$ cat src/rtl/tilemap_port_arbiter.sv
// Single-port tilemap RAM owner: copies the layout ROM into RAM, then serves renderer reads
// ahead of FIFO-buffered game-logic writes. Define TILEMAP_FWD_EN to forward pending writes to reads.
module tilemap_port_arbiter #(
  parameter int TILE_COUNT   = 300,
  parameter int ADDR_W       = 9,
  parameter int DATA_W       = 3,
  parameter int FIFO_DEPTH   = 4,
  parameter int STARVE_LIMIT = 64
) (
  input  logic                          clk,
  input  logic                          reset,
  input  logic                          level_reload,
  output logic                          busy,
  input  logic                          rd_req,
  input  logic [ADDR_W-1:0]             rd_addr,
  output logic                          rd_valid,
  output logic [DATA_W-1:0]             rd_data,
  input  logic                          wr_req,
  input  logic [ADDR_W-1:0]             wr_addr,
  input  logic [DATA_W-1:0]             wr_data,
  output logic                          wr_ready,
  output logic [$clog2(FIFO_DEPTH):0]   fifo_count,
  output logic                          starve_flag,
  output logic [ADDR_W-1:0]             rom_addr,
  input  logic [DATA_W-1:0]             rom_data,
  output logic                          mem_en,
  output logic                          mem_we,
  output logic [ADDR_W-1:0]             mem_addr,
  output logic [DATA_W-1:0]             mem_wdata,
  input  logic [DATA_W-1:0]             mem_rdata
);

  localparam int PTR_W  = $clog2(FIFO_DEPTH);
  localparam int CNT_W  = $clog2(FIFO_DEPTH) + 1;
  localparam int INIT_W = $clog2(TILE_COUNT + 1);
  localparam int SC_W   = $clog2(STARVE_LIMIT + 1);

  typedef enum logic {S_INIT, S_RUN} state_t;

  typedef struct packed {
    logic [ADDR_W-1:0] addr;
    logic [DATA_W-1:0] data;
  } wr_entry_t;

  state_t                         state, state_nxt;
  logic [INIT_W-1:0]              init_cnt;
  logic                           init_last;
  wr_entry_t [FIFO_DEPTH-1:0]     fifo_q;
  logic [PTR_W-1:0]               wr_ptr, rd_ptr;
  logic [CNT_W-1:0]               count;
  logic                           push, pop;
  logic [SC_W-1:0]                starve_cnt;
  logic                           rd_vld_q, src_ram_q, fwd_hit_q;
  logic [DATA_W-1:0]              fwd_data_q;
  logic                           fwd_hit;
  logic [DATA_W-1:0]              fwd_data;

  assign init_last  = (init_cnt == INIT_W'(TILE_COUNT));
  assign fifo_count = count;
  assign wr_ready   = (state == S_RUN) && (count != CNT_W'(FIFO_DEPTH));
  // A reload discards the queue, so neither a push nor a pop may land that cycle.
  assign push       = wr_req && wr_ready && !level_reload;
  assign pop        = (state == S_RUN) && !rd_req && (count != '0) && !level_reload;

  // ---------------- FSM ----------------
  always_ff @(posedge clk) begin
    if (reset) state <= S_INIT;
    else       state <= state_nxt;
  end

  always_comb begin
    state_nxt = state;
    case (state)
      S_INIT:  if (!level_reload && init_last) state_nxt = S_RUN;
      S_RUN:   if (level_reload) state_nxt = S_INIT;
      default: state_nxt = S_INIT;
    endcase
  end

  always_comb begin
    busy      = (state == S_INIT);
    rom_addr  = '0;
    mem_en    = 1'b0;
    mem_we    = 1'b0;
    mem_addr  = '0;
    mem_wdata = '0;
    case (state)
      S_INIT: begin
        // ROM data lags its address by one cycle, so the write trails rom_addr by one.
        rom_addr = ADDR_W'(init_cnt);
        if (init_cnt != '0) begin
          mem_en    = 1'b1;
          mem_we    = 1'b1;
          mem_addr  = ADDR_W'(init_cnt - INIT_W'(1));
          mem_wdata = rom_data;
        end
      end
      S_RUN: begin
        if (rd_req) begin
          mem_en   = 1'b1;
          mem_addr = rd_addr;
        end else if (pop) begin
          mem_en    = 1'b1;
          mem_we    = 1'b1;
          mem_addr  = fifo_q[rd_ptr].addr;
          mem_wdata = fifo_q[rd_ptr].data;
        end
      end
      default: ;
    endcase
  end

  always_ff @(posedge clk) begin
    if (reset || level_reload)           init_cnt <= '0;
    else if (state == S_INIT && !init_last) init_cnt <= init_cnt + INIT_W'(1);
  end

  // ---------------- write FIFO ----------------
  always_ff @(posedge clk) begin
    if (reset || level_reload) begin
      wr_ptr <= '0;
      rd_ptr <= '0;
      count  <= '0;
    end else begin
      if (push) begin
        fifo_q[wr_ptr] <= '{addr: wr_addr, data: wr_data};
        wr_ptr         <= wr_ptr + PTR_W'(1);
      end
      if (pop) rd_ptr <= rd_ptr + PTR_W'(1);
      case ({push, pop})
        2'b10:   count <= count + CNT_W'(1);
        2'b01:   count <= count - CNT_W'(1);
        default: ;
      endcase
    end
  end

  // ---------------- starvation monitor ----------------
  always_ff @(posedge clk) begin
    if (reset || level_reload) begin
      starve_cnt  <= '0;
      starve_flag <= 1'b0;
    end else if (pop) begin
      starve_cnt <= '0;
    end else if (state == S_RUN && count != '0 && starve_cnt != SC_W'(STARVE_LIMIT)) begin
      starve_cnt <= starve_cnt + SC_W'(1);
      if (starve_cnt == SC_W'(STARVE_LIMIT - 1)) starve_flag <= 1'b1;
    end
  end

  // ---------------- optional write-to-read forwarding ----------------
`ifdef TILEMAP_FWD_EN
  logic [PTR_W-1:0] fwd_idx;
  // Walk oldest to newest so the newest matching entry wins.
  always_comb begin
    fwd_hit  = 1'b0;
    fwd_data = '0;
    fwd_idx  = '0;
    for (int k = 0; k < FIFO_DEPTH; k++) begin
      fwd_idx = rd_ptr + PTR_W'(k);
      if (CNT_W'(k) < count && fifo_q[fwd_idx].addr == rd_addr) begin
        fwd_hit  = 1'b1;
        fwd_data = fifo_q[fwd_idx].data;
      end
    end
  end
`else
  assign fwd_hit  = 1'b0;
  assign fwd_data = '0;
`endif

  // ---------------- read return ----------------
  always_ff @(posedge clk) begin
    if (reset) begin
      rd_vld_q   <= 1'b0;
      src_ram_q  <= 1'b0;
      fwd_hit_q  <= 1'b0;
      fwd_data_q <= '0;
    end else begin
      rd_vld_q   <= rd_req;
      src_ram_q  <= rd_req && (state == S_RUN);
      fwd_hit_q  <= rd_req && fwd_hit && !level_reload;
      fwd_data_q <= fwd_data;
    end
  end

  // Reads accepted during the copy return zero without touching the RAM.
  assign rd_valid = rd_vld_q;
  assign rd_data  = (rd_vld_q && src_ram_q) ? (fwd_hit_q ? fwd_data_q : mem_rdata) : '0;

endmodule

$ cat config.mk
export PLATFORM = sky130hd
export DESIGN_NAME = tilemap_port_arbiter
export DESIGN_NICKNAME = d
export VERILOG_FILES = /design/src/rtl/tilemap_port_arbiter.sv
export SDC_FILE = /design/constraint.sdc
export NUM_CORES = 1
export LEC_CHECK = 0
export CAP_MARGIN = 10
export CORE_UTILIZATION = 40
export CTS_CLUSTER_SIZE = 20
export DETAILED_ROUTE_END_ITERATION = 8
export HOLD_SLACK_MARGIN = 0.15
export PLACE_DENSITY = 0.64
export SLEW_MARGIN = 25
export SYNTH_ARGS = -nofsm -noshare
export SYNTH_HDL_FRONTEND = slang
export SYNTH_SLANG_ARGS = --single-unit
$ cat constraint.sdc
create_clock -name clk -period 2.96 [get_ports clk]
set_input_delay 0.74 -clock clk [delete_from_list [all_inputs] [get_ports clk]]
set_output_delay 0.74 -clock clk [all_outputs]
set_load 0.005 [all_outputs]
==> results.json <==
{
  "status": "completed",
  "r2r_slack_ps": 580,
  "r2r_start": "fifo_count[2]$_SDFFE_PP0P_",
  "cellLeakagePower_uw": 0.001708,
  "ys_ff_latch": 75,
  "first_pass_iters": 4,
  "fmax_ghz": 0.3484,
  "dieHeight_um": 95.67,
  "yosysUniqueCellTypes": 50,
  "synth_edf_count": 48,
  "cts_hold_buf": 0,
  "routabilityCongestion": 0.7885,
  "path_max_fanout": 3,
  "mostFrequentLayoutCells": "clkdlybuf4s50_1 (53), edfxtp_1 (48), nor2_1 (28), buf_4 (25), dfxtp_1 (22)",
  "syn_area_per_cell_um2": 12.81,
  "layout_commonest_cell": "clkdlybuf4s50_1",
  "r2r_end": "fifo_count[2]$_SDFFE_PP0P_",
  "holdPathStages": 2,
  "root_buffer": "clkbuf_8",
  "crit_start": "rd_ptr[0]$_SDFFE_PP0P_",
  "ir_drop_mv": 0.4524,
  "syn_nets": 316,
  "grt_pass1_wl_um": 12180,
  "grt_usage_pct": 18.15,
  "boundaryPins": 65,
  "clkSlewWorstSetupHoldPaths_ps": 90,
  "synth_ff_type": "edfxtp_1",
  "worstPathArrival_ps": 2130,
  "ys.warnings.count": 0,
  "drive_gt1_share_pct": 20.33,
  "core_area_mm2": 0.008341,
  "drt_iter0_drc": 109,
  "rsz0062_at_grt": "false",
  "tightest_slew_ps": 430.2,
  "async_reset_ff_share_pct": 0,
  "cp-start-kind": "flop",
  "layoutNonFillerInstCount": 474,
  "fin_crit_sh_pct": 96.97,
  "fin_crit_ps": 2870,
  "seq_area_mm2": 0.001991,
  "grt_max_degree": 17,
  "row_count": 33,
  "wl_per_cell_um": 16.15,
  "num_antenna_cells": 0,
  "synth_top_cell_area_share_pct": 41.07,
  "drt_wl_total_um": 7656,
  "grt-ovfl-total": 0,
  "critPathCaptureType": "output pin",
  "power_per_cell_area_mw_per_mm2": 448.0,
  "io_buffers": 64,
  "drc": 0,
  "start_util_pct": 42.08,
  "multi_input_area_mm2": 0.001439,
  "yosys.area.top_type": "edfxtp_1",
  "vias_per_cell": 5.097,
  "numCtsBuffers": 9,
  "synthTopCellsByArea": "edfxtp_1 (41%), dfxtp_1 (15%), mux4_2 (5.8%), xor2_1 (3.5%), ha_1 (3.2%)",
  "maxSlewViolCount": 0,
  "r2r_cells": 11,
  "antenna_found_initial": 0,
  "finalSetupTns_ps": 0,
  "nFillCells": 710,
  "place_area_mm2": 0.004405,
  "ant_nets": 0,
  "dpl.hpwl_um": 5608,
  "slew_headroom_pct": 71.18,
  "clock_sinks": 75,
  "die_area_mm2": 0.009153,
  "required_ps": 2220,
  "cts_tree": "yes",
  "crit_type": "flop to output pin",
  "cap_violations": 0,
  "area_growth_pct": 33.73,
  "fp.dieW_um": 95.67,
  "final_hold_viol_count": 0,
  "clock_skew_ps": 11.91,
  "cts_max_path_buffers": 2,
  "ys_seq_area_share_pct": 56.47,
  "min-delay-path-class": "flop to flop",
  "endpoint": "mem_addr[8]",
  "clock_latency_ps": 350,
  "grt_pass1_vias": 2359,
  "cts_max_level": 3,
  "dp_cells": 452,
  "finalSetupViolCount": 0,
  "syn-cell-area_mm2": 0.003510,
  "num_vias": 2416,
  "synthCells": 274,
  "fin_area_mm2": 0.004693,
  "nets": 406
}
==> final cells by class <==
| cell class | instances | share of cell area (%) |
|---|---|---|
| sequential | 75 | 42.42 |
| multi-input combinational | 174 | 30.66 |
| timing repair buffer | 92 | 18.56 |
| tap | 105 | 2.799 |
| clock buffer | 9 | 2.639 |
| clock inverter | 7 | 1.973 |
| inverter | 12 | 0.9597 |
==> what timing repair did <==
item	4_1_cts	5_1_grt
setup buffers	2	4
gates resized for setup	22	8
endpoints found under the setup margin	14	6
pin swaps	0	1
==> report_power, final <==
group | internal (µW) | leakage (µW) | switching, µW
Sequential | 1110 | 0.000652 | 1.81
Clock | 414 | 0.000110 | 436
Combinational | 82.3 | 0.000946 | 58.3
==> routing by layer <==
metal | GRT usage [%] | up-vias | wire [µm]
li1 | - | 1184 | -
met1 | 23.44 | 1150 | 3355
met2 | 30.24 | 74 | 3789
met3 | 4.147 | 8 | 420
met4 | 5.721 | 0 | 91
met5 | 0 | - | 0
==> synthesized netlist by cell type (5+ instances only) <==
master,n
edfxtp_1,48
nor2_1,28
dfxtp_1,27
xor2_1,14
inv_1,12
nor2b_1,10
and2_1,9
ha_1,9
mux4_2,9
a22oi_1,8
nand2_1,8
o21ai_0,8
xnor2_1,8
and3_1,7
nand4_1,6
nand3_1,5
==> through the flow <==
step | util [%] | setup slack (ps) | total power (µW) | hold slack, ps
floorplan | - | 459.7 | 1178 | 449.5
global placement | 52.82 | -302.7 | 1278 | 443.4
detailed placement | 52.82 | -345.3 | 1279 | 450.4
CTS | 55.79 | 3.715 | 2120 | 467.0
global route | 56.27 | 16.21 | 2179 | 489.2
finish | 56.27 | 89.61 | 2103 | 468.2
==> cells by family (layout without fill, tap and decap cells) <==
group | count (synthesis) | after routing | share of synthesized area, %
DFF | 75 | 75 | 56.47
and+or+nand+nor | 89 | 89 | 14.08
AOI/OAI and AO/OA | 39 | 39 | 8.057
adders and majority gates | 10 | 10 | 3.779
muxes | 14 | 14 | 8.592
buffers and inverters | 25 | 120 | 3.529
xor gates and xnor gates | 22 | 22 | 5.490
==> how the worst min path moves through the flow <==
stage	from	endpoint	slack, ps
floorplan	starve_flag$_SDFFE_PP0P_	starve_flag$_SDFFE_PP0P_	450
global placement	starve_flag$_SDFFE_PP0P_	starve_flag$_SDFFE_PP0P_	440
detailed placement	starve_flag$_SDFFE_PP0P_	starve_flag$_SDFFE_PP0P_	450
CTS	starve_flag$_SDFFE_PP0P_	starve_flag$_SDFFE_PP0P_	470
global route	starve_flag$_SDFFE_PP0P_	starve_flag$_SDFFE_PP0P_	490
finish	starve_flag$_SDFFE_PP0P_	starve_flag$_SDFFE_PP0P_	470
==> state kept, by name (all words and copies together), names as in the netlist <==
signal       flops
starve_cnt       7
fifo_q          48
src_ram_q        1
rd_valid         1
state            1
wr_ptr           2
starve_flag      1
rd_ptr           2
fifo_count       3
init_cnt         9
==> critical path, stage by stage, from the launching register on <==
cell and delay [ps]:
dfxtp_4 360, mux4_2 510, and3_1 220, a221o_1 250, clkdlybuf4s50_1 440
Power figures use the tool's default switching activity.
==> edit (same flow settings) <==
Put one more register stage on the output `fifo_count`, cleared by the reset. The value now appears one clock later. The other outputs are not delayed to match.
--- a/src/rtl/tilemap_port_arbiter.sv
+++ b/src/rtl/tilemap_port_arbiter.sv
@@ -57,5 +57,11 @@
 
   assign init_last  = (init_cnt == INIT_W'(TILE_COUNT));
-  assign fifo_count = count;
+  always_ff @(posedge clk) begin
+    if (reset) begin
+      fifo_count <= '0;
+    end else begin
+      fifo_count <= count;
+    end
+  end
   assign wr_ready   = (state == S_RUN) && (count != CNT_W'(FIFO_DEPTH));
   // A reload discards the queue, so neither a push nor a pop may land that cycle.
Behaviour: same outputs for any inputs over 10 cycles, from zero or initial values and one cycle with reset high; that may be too few to reach the edited logic, so the function may still have changed.
==> edit against the unedited design <==
  * Wire length rose by 0.44%
  * Sequential share of layout area up 0.44 points
  * Final area increased by 1.5%
  * Synthesized area is 1.4% higher
  * Largest power group unchanged
  * Synthesized cell count rose by 2.6%
  * Hold slack improved by 16 ps
  * Sequential cell count rose by 3
  * Total power shrank 2.1%
  * Worst setup slack worse by 4.8 ps
  * Largest cell class unchanged
==> edit: results <==
metrics = {
    "synth": {
        "synthAdderAreaFrac_pct": 4.08,
        "synth_compound_gate_area_share_pct": 8.58,
        "synth-seq-area-share_pct": 57.4,
        "synthMuxAreaShare_pct": 8.44,
        "synth_xor_area_share_pct": 5.41,
        "synth_nets": 324,
        "synth.distinct_cells": 43,
        "synthCells": 281,
        "yosys-top-cells-area": "edfxtp_1, dfxtp_1, mux4_2",
    },
    "setup_path": {
        "slowest_delay_ps": 450,
        "slowest_stage": "clkdlybuf4s50_1",
        "endpoint": "mem_en",
        "regToRegStartpoint": "count[2]",
        "reg2reg_depth": 9,
        "reg2reg_slack_ps": 410,
        "startpoint": "rd_req",
        "cp_top_family": "buffers and inverters",
    },
    "placement": {
        "place_ws_ps": -205,
        "place_inst": 461,
        "placed_area_sq_um": 4510,
        "globalplace.congestion": 0.819,
    },
    "power_and_ir_drop": {
        "power.leakage_nw": 1.69,
        "swShare_pct": 21.3,
        "max-vdd-ir-drop_v": 0.000348,
    },
    "status": {
        "status": "finished clean",
    },
    "detailed_routing": {
        "routed_wl_microns": 7690,
        "post_drt_wl_per_cell_microns": 16.0,
        "avgViaCountPerCell": 5.11,
        "dr.pass1.iters": 6,
    },
    "sta": {
        "skew_ps": 5.33,
    },
    "clocking": {
        "clk_pin_slew_ps": 70,
        "post_cts_resized": 21,
    },
    "global_routing": {
        "grt_usage_pct": 18.6,
        "grt_first_pass_wirelength_microns": 12400,
    },
}
-- edit: cell types whose count changed after synthesis, sizes merged, moves of 4 or more --
cell | unedited run | this run
nor2 | 28 | 34
nor4 | 1 | 5
xnor2 | 8 | 16
xor2 | 14 | 6
nand4 | 6 | 2
-- edit: cells by family (layout without fill, tap and decap cells) --
family,count (synthesis),count (layout)
fa+ha+maj,11,11
buf+inv,25,117
xor+xnor,22,22
compound gates,41,41
flops,78,78
mux,15,15
simple gates,89,89
-- edit: metal layers --
| layer | track usage (%) | routed length (microns) | up-vias |
|---|---|---|---|
| li1 | - | - | 1200 |
| met4 | 5.27 | 57 | 0 |
| met2 | 31.2 | 3860 | 72 |
| met1 | 23.4 | 3370 | 1179 |
| met3 | 5.53 | 405 | 6 |
| met5 | 0 | 0 | - |
-- edit: area by class of cell --
class                      instances  area [sq um]
clock inverter                     6          61.3
sequential                        78          2040
tap                              108           135
multi-input combinational        178          1450
timing repair buffer              87           893
fill                             755          3910
inverter                          14          52.6
clock buffer                      10           128
